### config.mk
export PLATFORM = sky130hd
export DESIGN_NAME = ps2_keyboard_reader_flat
export DESIGN_NICKNAME = d
export VERILOG_FILES = /design/src/rtl/ps2_keyboard_reader_if.sv /design/src/rtl/ps2_keyboard_reader.sv /design/src/flat_wrapper.sv
export SDC_FILE = /design/constraint.sdc
export NUM_CORES = 1
export LEC_CHECK = 0
export CAP_MARGIN = 25
export CORE_MARGIN = 2
export CORE_UTILIZATION = 30
export DETAILED_ROUTE_END_ITERATION = 10
export PLACE_DENSITY = 0.48
export SYNTH_ARGS = -nofsm -noshare
export SYNTH_HDL_FRONTEND = slang
export SYNTH_SLANG_ARGS = --single-unit
### constraint.sdc
create_clock -name clk -period 6.7 [get_ports clk]
set_clock_uncertainty 0.15 [all_clocks]
set_input_delay 1.675 -clock clk [delete_from_list [all_inputs] [get_ports clk]]
set_output_delay 1.675 -clock clk [all_outputs]
set_load 0.02 [all_outputs]
### src/rtl/ps2_keyboard_reader_if.sv
// CPU-side keyboard bus: the memory-mapping logic pulses key_read and
// samples the keyboard status/data word; frame_err flags receive errors.
interface ps2_keyboard_reader_if;
    logic        key_read;
    logic [31:0] keyboard;
    logic        frame_err;

    // Memory-mapping logic / CPU side
    modport master (
        output key_read,
        input  keyboard,
        input  frame_err
    );

    // Keyboard reader side
    modport slave (
        input  key_read,
        output keyboard,
        output frame_err
    );
endinterface

### src/rtl/ps2_keyboard_reader.sv
// PS/2 keyboard receiver: synchronizes the raw PS/2 lines, decodes 11-bit
// frames, drops break sequences, tags E0-extended codes and buffers make
// codes in a small FIFO whose head is presented as a 32-bit status word.
module ps2_keyboard_reader #(
    parameter int FIFO_DEPTH     = 4,
    parameter int TIMEOUT_CYCLES = 200000
) (
    input  logic                        clk,
    input  logic                        reset_n,
    input  logic                        ps2_clk,
    input  logic                        ps2_data,
    ps2_keyboard_reader_if.slave        bus
);

    localparam int          PW      = $clog2(FIFO_DEPTH);
    localparam int          PTR_W   = PW + 1;
    localparam int          TO_W    = $clog2(TIMEOUT_CYCLES);
    localparam logic [TO_W-1:0] TO_LAST = TO_W'(TIMEOUT_CYCLES - 1);
    localparam logic [7:0]  CODE_EXT = 8'hE0;
    localparam logic [7:0]  CODE_BRK = 8'hF0;

    typedef enum logic [1:0] {
        ST_IDLE,
        ST_RECV,
        ST_CHECK
    } state_t;

    // ------------------------------------------------------------------
    // Synchronizers and falling-edge detect
    // ------------------------------------------------------------------
    logic ps2_clk_s1_q, ps2_clk_s2_q, ps2_clk_prev_q;
    logic ps2_data_s1_q, ps2_data_s2_q;
    logic ps2_fall;

    // Two-flop synchronizers plus one history flop for edge detection; idle lines are high.
    always_ff @(posedge clk) begin
        // NOTE: clocked state uses non-blocking assignments so every flop samples pre-edge values.
        if (!reset_n) begin
            ps2_clk_s1_q   <= 1'b1;
            ps2_clk_s2_q   <= 1'b1;
            ps2_clk_prev_q <= 1'b1;
            ps2_data_s1_q  <= 1'b1;
            ps2_data_s2_q  <= 1'b1;
        end else begin
            ps2_clk_s1_q   <= ps2_clk;
            ps2_clk_s2_q   <= ps2_clk_s1_q;
            ps2_clk_prev_q <= ps2_clk_s2_q;
            ps2_data_s1_q  <= ps2_data;
            ps2_data_s2_q  <= ps2_data_s1_q;
        end
    end

    assign ps2_fall = ps2_clk_prev_q & ~ps2_clk_s2_q;

    // ------------------------------------------------------------------
    // Frame receiver and prefix decoder
    // ------------------------------------------------------------------
    state_t          state_q;
    logic [3:0]      bit_cnt_q;
    logic [7:0]      shift_q;
    logic            parity_q;
    logic            stop_q;
    logic [TO_W-1:0] timeout_q;
    logic            frame_err_q;
    logic            ext_flag_q;
    logic            brk_flag_q;
    logic            frame_ok;
    logic            is_prefix;

    // Odd parity over data+parity, and the stop bit must be high.
    assign frame_ok  = (^{shift_q, parity_q}) & stop_q;
    assign is_prefix = (shift_q == CODE_EXT) || (shift_q == CODE_BRK);

    // Frame FSM: collects start/data/parity/stop, validates, tracks E0/F0 prefixes.
    always_ff @(posedge clk) begin
        if (!reset_n) begin
            state_q     <= ST_IDLE;
            bit_cnt_q   <= '0;
            shift_q     <= '0;
            parity_q    <= 1'b0;
            stop_q      <= 1'b0;
            timeout_q   <= '0;
            frame_err_q <= 1'b0;
            ext_flag_q  <= 1'b0;
            brk_flag_q  <= 1'b0;
        end else begin
            frame_err_q <= 1'b0;
            case (state_q)
                ST_IDLE: begin
                    timeout_q <= '0;
                    // Only a low data bit on a falling edge starts a frame.
                    if (ps2_fall && !ps2_data_s2_q) begin
                        state_q   <= ST_RECV;
                        bit_cnt_q <= '0;
                    end
                end

                ST_RECV: begin
                    if (ps2_fall) begin
                        timeout_q <= '0;
                        bit_cnt_q <= bit_cnt_q + 4'd1;
                        if (bit_cnt_q < 4'd8) begin
                            shift_q <= {ps2_data_s2_q, shift_q[7:1]};
                        end else if (bit_cnt_q == 4'd8) begin
                            parity_q <= ps2_data_s2_q;
                        end else begin
                            stop_q  <= ps2_data_s2_q;
                            state_q <= ST_CHECK;
                        end
                    end else if (timeout_q == TO_LAST) begin
                        // Keyboard stalled mid-frame: drop the partial frame and any prefix.
                        state_q     <= ST_IDLE;
                        timeout_q   <= '0;
                        frame_err_q <= 1'b1;
                        ext_flag_q  <= 1'b0;
                        brk_flag_q  <= 1'b0;
                    end else begin
                        timeout_q <= timeout_q + TO_W'(1);
                    end
                end

                ST_CHECK: begin
                    state_q <= ST_IDLE;
                    if (!frame_ok) begin
                        frame_err_q <= 1'b1;
                    end else if (shift_q == CODE_EXT) begin
                        ext_flag_q <= 1'b1;
                    end else if (shift_q == CODE_BRK) begin
                        brk_flag_q <= 1'b1;
                    end else begin
                        // Either pushed (make) or discarded (break); both end the sequence.
                        ext_flag_q <= 1'b0;
                        brk_flag_q <= 1'b0;
                    end
                end

                default: state_q <= ST_IDLE;
            endcase
        end
    end

    assign bus.frame_err = frame_err_q;

    // ------------------------------------------------------------------
    // Make-code FIFO
    // ------------------------------------------------------------------
    logic             push_req;
    logic [8:0]       push_data;
    logic             fifo_empty, fifo_full;
    logic             pop, push_acc;
    logic [PTR_W-1:0] wr_ptr_q, wr_ptr_d;
    logic [PTR_W-1:0] rd_ptr_q, rd_ptr_d;
    logic             overflow_q, overflow_d;
    logic [8:0]       mem_q [FIFO_DEPTH];

    assign push_req  = (state_q == ST_CHECK) && frame_ok && !is_prefix && !brk_flag_q;
    assign push_data = {ext_flag_q, shift_q};

    // Pointer/overflow next-state; a simultaneous pop frees the slot a full-FIFO push needs.
    always_comb begin
        // NOTE: every output gets a default first so no path leaves a latch behind.
        fifo_empty = (wr_ptr_q == rd_ptr_q);
        fifo_full  = (wr_ptr_q[PW] != rd_ptr_q[PW]) &&
                     (wr_ptr_q[PW-1:0] == rd_ptr_q[PW-1:0]);
        pop        = bus.key_read && !fifo_empty;
        push_acc   = push_req && (!fifo_full || pop);
        wr_ptr_d   = wr_ptr_q + PTR_W'(push_acc);
        rd_ptr_d   = rd_ptr_q + PTR_W'(pop);
        overflow_d = overflow_q;
        if (bus.key_read && overflow_q) begin
            overflow_d = 1'b0;
        end else if (push_req && !push_acc) begin
            overflow_d = 1'b1;
        end
    end

    // FIFO pointers and sticky overflow flag.
    always_ff @(posedge clk) begin
        if (!reset_n) begin
            wr_ptr_q   <= '0;
            rd_ptr_q   <= '0;
            overflow_q <= 1'b0;
        end else begin
            wr_ptr_q   <= wr_ptr_d;
            rd_ptr_q   <= rd_ptr_d;
            overflow_q <= overflow_d;
        end
    end

    // FIFO storage write.
    always_ff @(posedge clk) begin
        // NOTE: storage is not reset; the reset pointers make every entry unreachable until rewritten.
        if (push_acc) begin
            mem_q[wr_ptr_q[PW-1:0]] <= push_data;
        end
    end

    // Status/data word presented to the CPU.
    always_comb begin
        bus.keyboard     = '0;
        bus.keyboard[31] = !fifo_empty;
        bus.keyboard[30] = overflow_q;
        if (!fifo_empty) begin
            bus.keyboard[8:0] = mem_q[rd_ptr_q[PW-1:0]];
        end
    end

endmodule

### src/flat_wrapper.sv
// flat-port wrapper written by rule: the top's interface ports become plain ports
module ps2_keyboard_reader_flat 
#(
    parameter int FIFO_DEPTH     = 4,
    parameter int TIMEOUT_CYCLES = 200000
)
  (clk, reset_n, ps2_clk, ps2_data, bus_key_read, bus_keyboard, bus_frame_err);
  ps2_keyboard_reader_if bus_i ();
  input  logic clk;
  input  logic reset_n;
  input  logic ps2_clk;
  input  logic ps2_data;
  input wire logic [$bits(bus_i.key_read)-1:0] bus_key_read;
  output wire logic [$bits(bus_i.keyboard)-1:0] bus_keyboard;
  output wire logic [$bits(bus_i.frame_err)-1:0] bus_frame_err;
  assign bus_i.key_read = bus_key_read;
  assign bus_keyboard = bus_i.keyboard;
  assign bus_frame_err = bus_i.frame_err;
  ps2_keyboard_reader #(.FIFO_DEPTH(FIFO_DEPTH), .TIMEOUT_CYCLES(TIMEOUT_CYCLES)) u_core (.clk(clk), .reset_n(reset_n), .ps2_clk(ps2_clk), .ps2_data(ps2_data), .bus(bus_i));
endmodule
==> results of run 1 <==
[report_power, final]
group | internal [mW] | total (mW) | switching [mW]
sequential | 0.537 | 0.538 | 0.00102
clock | 0.291 | 0.500 | 0.209
combinational | 0.00552 | 0.0217 | 0.0162
[logic make-up (layout without fill, tap and decap cells)]
family / Yosys count / in the layout
xor+xnor: 30 / 30
fa+ha+maj: 10 / 10
simple gates: 125 / 125
buf+inv: 46 / 46
compound gates: 42 / 42
other cells: 1 / 21
flops: 85 / 85
mux: 11 / 11
[worst max-delay path by stage]
stage / startpoint / slack [ns] / cells after the start / end
global route: u_core.rd_ptr_q[0]$_SDFF_PN0_ / 2.19 / 4 / bus_keyboard[3]
detailed placement: u_core.rd_ptr_q[0]$_SDFF_PN0_ / 2.75 / 4 / bus_keyboard[3]
finish: u_core.rd_ptr_q[0]$_SDFF_PN0_ / 2.45 / 4 / bus_keyboard[3]
CTS: u_core.rd_ptr_q[0]$_SDFF_PN0_ / 2.36 / 4 / bus_keyboard[3]
global placement: u_core.rd_ptr_q[0]$_SDFF_PN0_ / 2.77 / 4 / bus_keyboard[3]
floorplan: u_core.rd_ptr_q[1]$_SDFF_PN0_ / 3.41 / 5 / bus_keyboard[0]
[flip-flops by register name, summed over array words and instances (netlist names), 2 cells and up]
register          flops
u_core.shift_q        8
u_core.mem_q         36
u_core.state_q        2
u_core.bit_cnt_q      4
u_core.rd_ptr_q       3
u_core.timeout_q     18
u_core.wr_ptr_q       3
[metrics by stage]
step | cell area, µm² | hold slack (ns) | std cells
2_1_floorplan | 4050 | 0.236 | 370
3_3_place_gp | 4230 | 0.244 | 530
3_5_place_dp | 4230 | 0.244 | 530
4_1_cts | 4530 | 0.258 | 546
5_1_grt | 4530 | 0.269 | 546
6_report | 4530 | 0.256 | 546
[Yosys cell counts, types with 10 or more instances]
cell / count / area, µm²
nand2_1: 22 / 82.6
o21ai_0: 14 / 70.1
edfxtp_1: 36 / 1080
ha_1: 10 / 125
inv_1: 12 / 45.0
nor2_1: 30 / 113
a21boi_1: 11 / 82.6
xor2_1: 17 / 149
xnor2_1: 10 / 87.6
nor2b_1: 12 / 75.1
buf_4: 22 / 165
and2_1: 10 / 62.6
dfxtp_1: 49 / 981
[layer usage]
layer	global-route usage [%]	wire length (µm)	up-vias
met5	0	0	-
met3	3.83	242	11
met4	5.13	132	0
met2	16.6	3250	32
li1	-	-	1216
met1	13.7	3370	1170
[cell type report]
| type | instances | area (µm²) | area share [%] |
|---|---|---|---|
| sequential | 85 | 2060 | 45.6 |
| multi-input combinational | 239 | 1730 | 38.1 |
| clock buffer | 9 | 225 | 4.98 |
| tap | 176 | 220 | 4.86 |
| timing repair buffer | 18 | 175 | 3.87 |
| clock inverter | 7 | 72.6 | 1.60 |
| inverter | 12 | 45.0 | 0.995 |
==> flow_summary.yaml, run 1 <==
status:
  outcome: "completed"
die:
  initial_core_util_pct: 30.4
  die_w_um: 119
  die_h_um: 119
  core_area_um2: 13100
  row_count: 42
  io_pins: 38
  die_area_um2: 14200
clock_tree:
  clkSlewWorstSetupHoldPaths_ns: 0.06
  cts-htree-levels: 3
  post_cts_buffers: 0
  cts_buffer_depth: 2
  cts_resized: 0
  holdBufCountCts: 0
  clk_latency_ns: 0.35
  cts-root-buf: "clkbuf_16"
  clock_sinks: 85
  cts_tree: "yes"
  cts_made_buffers: 9
setup_path:
  required_ns: 4.88
  path_max_fanout: 11
  r2r_slack_ns: 3.79
  path_delay_family: "flip-flops"
  r2r-start: "u_core.shift_q[2]$_SDFFE_PN0P_"
  crit_type: "register to output pin"
  cp-end-kind: "output pin"
  rr_worst_depth: 5
  slowest_stage: "dfxtp_1"
  start_kind: "register"
  crit_chain: "xnor2_1, and3_1, nor2b_1, clkdlybuf4s50_1"
  arrival_ns: 2.42
  reg2reg_to: "u_core.mem_q[1][7]$_DFFE_PP_"
  crit_buf_inv: 1
  critPathMaxStageDelay_ns: 0.77
logic_synthesis:
  async_reset_ff_share_pct: 0
  synth_compound_area_share_pct: 7.23
  synth_cells: 350
  synth_xor_area_share_pct: 7.70
  yosys_register_bits: 85
  synth_mux_area_share_pct: 5.91
  syn_area_um2: 3980
  ys.flop_type: "dfxtp_1"
  yosys.area_share.simple_pct: 17.4
  ys_warn_count: 0
  seq_area_frac_synth_pct: 51.8
  ys_types: 51
  synth_top_family_by_area: "simple AND/OR/NAND/NOR gates"
  avgSynthCellArea_um2: 11.4
  synth_edf_count: 36
  synth_adder_area_share_pct: 3.14
sta:
  setup-tns-final_ns: 0
  relSlewSlack_pct: 39.8
  drv_slew: 0
  setup_violations: 0
  max_freq_mhz: 236
  period_share_pct: 63.4
  rsz0062_at_grt: "false"
  hold_viol: 0
  setup_slack_ns: 2.45
  worstMarginPinSlew_ns: 0.900
  min_period_ns: 4.25
drt:
  drt-pass1-iter-count: 4
  ant_nets: 0
  post_drt_wl_per_cell_um: 12.8
  routed_wirelength_um: 6990
  vias: 2429
  vias_per_cell: 4.45
  drc: 0
  drt_iter0_markers: 116
hold_path:
  hold_path.startpoint: "u_core.ps2_data_s1_q$_SDFF_PN1_"
  worstHoldEndpoint: "u_core.ps2_data_s2_q$_SDFF_PN1_"
  hold_class: "register to register"
  min_path_cells: 1
place:
  place.gp.congestion: 0.729
  pre_cts_ws_ns: 2.75
  port_buffers: 16
  hpwl_um: 4730
final_layout:
  final_core_util_pct: 34.6
  nets: 380
  diodes: 0
  area_delta_synth_final_pct: 13.8
  final_common_cell: "dfxtp_1"
  final_cell_mix: "dfxtp_1, edfxtp_1, nor2_1"
  drive_above_1_share_pct: 9.73
  fillers: 1296
grt:
  grt_first_pass_wirelength_um: 11900
  first_global_vias: 2309
  overflow: 0
  grt_antenna_before_repair: 0
  grtUsageTotal_pct: 10.8
  grt_start_max_net_pins: 34
pwr:
  fin_total_pwr_mw: 1.06
  irDropWorstVdd_uv: 125
  power_density_nw_per_um2: 234
  p_leak_nw: 1.59
job:
  maxCapViolCount: 0
Power figures use the tool's default switching activity.
==> inputs of run 2 (changes only) <==
PLACE_DENSITY = 0.5   (was 0.48)
clock period = 3.7 ns   (was 6.7 ns; I/O delays follow)
==> flow_summary.yaml, run 2 (synthesized netlist as in run 1, its figures left out) <==
status:
  outcome: "completed"
sta:
  hold_viol: 0
  drv_slew: 0
  rsz0062_at_grt: "false"
  relSlewSlack_pct: 50.2
  period_share_pct: 86.1
  max_freq_mhz: 314
  setup_violations: 0
  setup-tns-final_ns: 0
  worstMarginPinSlew_ns: 0.747
  min_period_ns: 3.19
setup_path:
  arrival_ns: 2.11
  critPathMaxStageDelay_ns: 0.55
  path_delay_family: "buffers and inverters"
  crit_type: "register to output pin"
  path_max_fanout: 11
  crit_chain: "buf_4, xnor2_1, and3_1, nor2b_1, clkdlybuf4s50_1"
  slowest_stage: "clkdlybuf4s50_1"
  cp-end-kind: "output pin"
  start_kind: "register"
  required_ns: 2.62
  crit_buf_inv: 2
place:
  place.gp.congestion: 0.723
  hpwl_um: 4720
  port_buffers: 16
drt:
  ant_nets: 0
  vias: 2430
  drt-pass1-iter-count: 4
  drc: 0
  post_drt_wl_per_cell_um: 12.7
  drt_iter0_markers: 133
  routed_wirelength_um: 6980
  vias_per_cell: 4.41
clock_tree:
  cts-root-buf: "clkbuf_16"
  cts_made_buffers: 9
  clk_latency_ns: 0.33
  cts-htree-levels: 3
  post_cts_buffers: 0
  cts_resized: 0
  cts_buffer_depth: 2
  cts_tree: "yes"
  clkSlewWorstSetupHoldPaths_ns: 0.06
  holdBufCountCts: 0
  clock_sinks: 85
grt:
  first_global_vias: 2410
  grt_antenna_before_repair: 0
  grt_start_max_net_pins: 21
  grt_first_pass_wirelength_um: 12200
  overflow: 0
  grtUsageTotal_pct: 10.8
final_layout:
  fillers: 1293
  drive_above_1_share_pct: 11.2
  ff_latch_area_um2: 2060
  area_delta_synth_final_pct: 15.5
  diodes: 0
  final_common_cell: "dfxtp_1"
  largest_reg_flops: 36
  nets: 385
  final_cell_mix: "dfxtp_1, edfxtp_1, nor2_1"
  multi_input_area_um2: 1730
pwr:
  fin_total_pwr_mw: 2.00
  combPwrFrac_pct: 2.0
  power_density_nw_per_um2: 435
  p_leak_nw: 1.63
  irDropWorstVdd_uv: 188
  p_switching_mw: 0.417
  p_sw_share_pct: 20.8
  p_int_mw: 1.58
  p_clk_share_pct: 49.4
  seq_power_share_pct: 48.7
job:
  maxCapViolCount: 0
die:
  io_pins: 38
  die_h_um: 119
  die_area_um2: 14200
  row_count: 42
  core_area_um2: 13100
  die_w_um: 119
  initial_core_util_pct: 30.4
hold_path:
  hold_class: "register to register"
-- run 2: cell types whose count changed in the layout (fill, tap and decap cells not counted) --
cell and change:
buf_4 +5, bufinv_16 +1, clkinv_1 -1, clkinv_2 -1, clkinv_4 +1, inv_6 -1, inv_8 +1
-- run 2: power by group through the flow --
stage	Clock (mW)	Sequential, mW	Combinational [mW]
after global placement	0	0.994	0.0395
final	0.988	0.973	0.0394
after detailed placement	0	0.994	0.0396
after floorplan	0	0.993	0.0480
after CTS	1.02	0.973	0.0397
after global routing	1.06	0.973	0.0429
-- run 2: path summary, 6_finish.rpt --
| check | slack (ns) | to | depth (start not counted) | start |
|---|---|---|---|---|
| worst max-delay path | 0.51 | bus_keyboard[0] | 5 | u_core.rd_ptr_q[0]$_SDFF_PN0_ |
| worst min-delay path | 0.26 | u_core.ps2_data_s2_q$_SDFF_PN1_ | 1 | u_core.ps2_data_s1_q$_SDFF_PN1_ |
| worst max register to register | 1.21 | u_core.wr_ptr_q[2]$_SDFF_PN0_ | 9 | u_core.shift_q[2]$_SDFFE_PN0P_ |
| worst min register to register | 0.26 | u_core.ps2_data_s2_q$_SDFF_PN1_ | 1 | u_core.ps2_data_s1_q$_SDFF_PN1_ |
-- run 2: metrics by stage --
step / cells / instance area [µm²] / setup WS (ns) / util (%) / hold WS [ns]
6_report: 551 / 4600 / 0.514 / 35.1 / 0.258
3_5_place_dp: 535 / 4270 / 0.793 / 32.6 / 0.248
3_3_place_gp: 535 / 4270 / 0.833 / 32.6 / 0.244
2_1_floorplan: 370 / 4050 / 1.07 / - / 0.236
4_1_cts: 551 / 4600 / 0.444 / 35.1 / 0.265
5_1_grt: 551 / 4600 / 0.324 / 35.1 / 0.278
-- run 2: layout make-up --
cell class                 count  area share (%)
sequential                    85            44.9
multi-input combinational    239            37.6
clock buffer                   9            4.90
tap                          176            4.79
clock inverter                 7            2.29
inverter                      12           0.980
timing repair buffer          23            4.63
-- run 2: metal layers --
| layer | global-route usage (%) | part of all wire (%) | vias up |
|---|---|---|---|
| met4 | 4.46 | 1.1 | 0 |
| li1 | - | - | 1231 |
| met2 | 16.9 | 48 | 27 |
| met5 | 0 | 0 | - |
| met1 | 14.4 | 49 | 1167 |
| met3 | 2.30 | 2.2 | 5 |
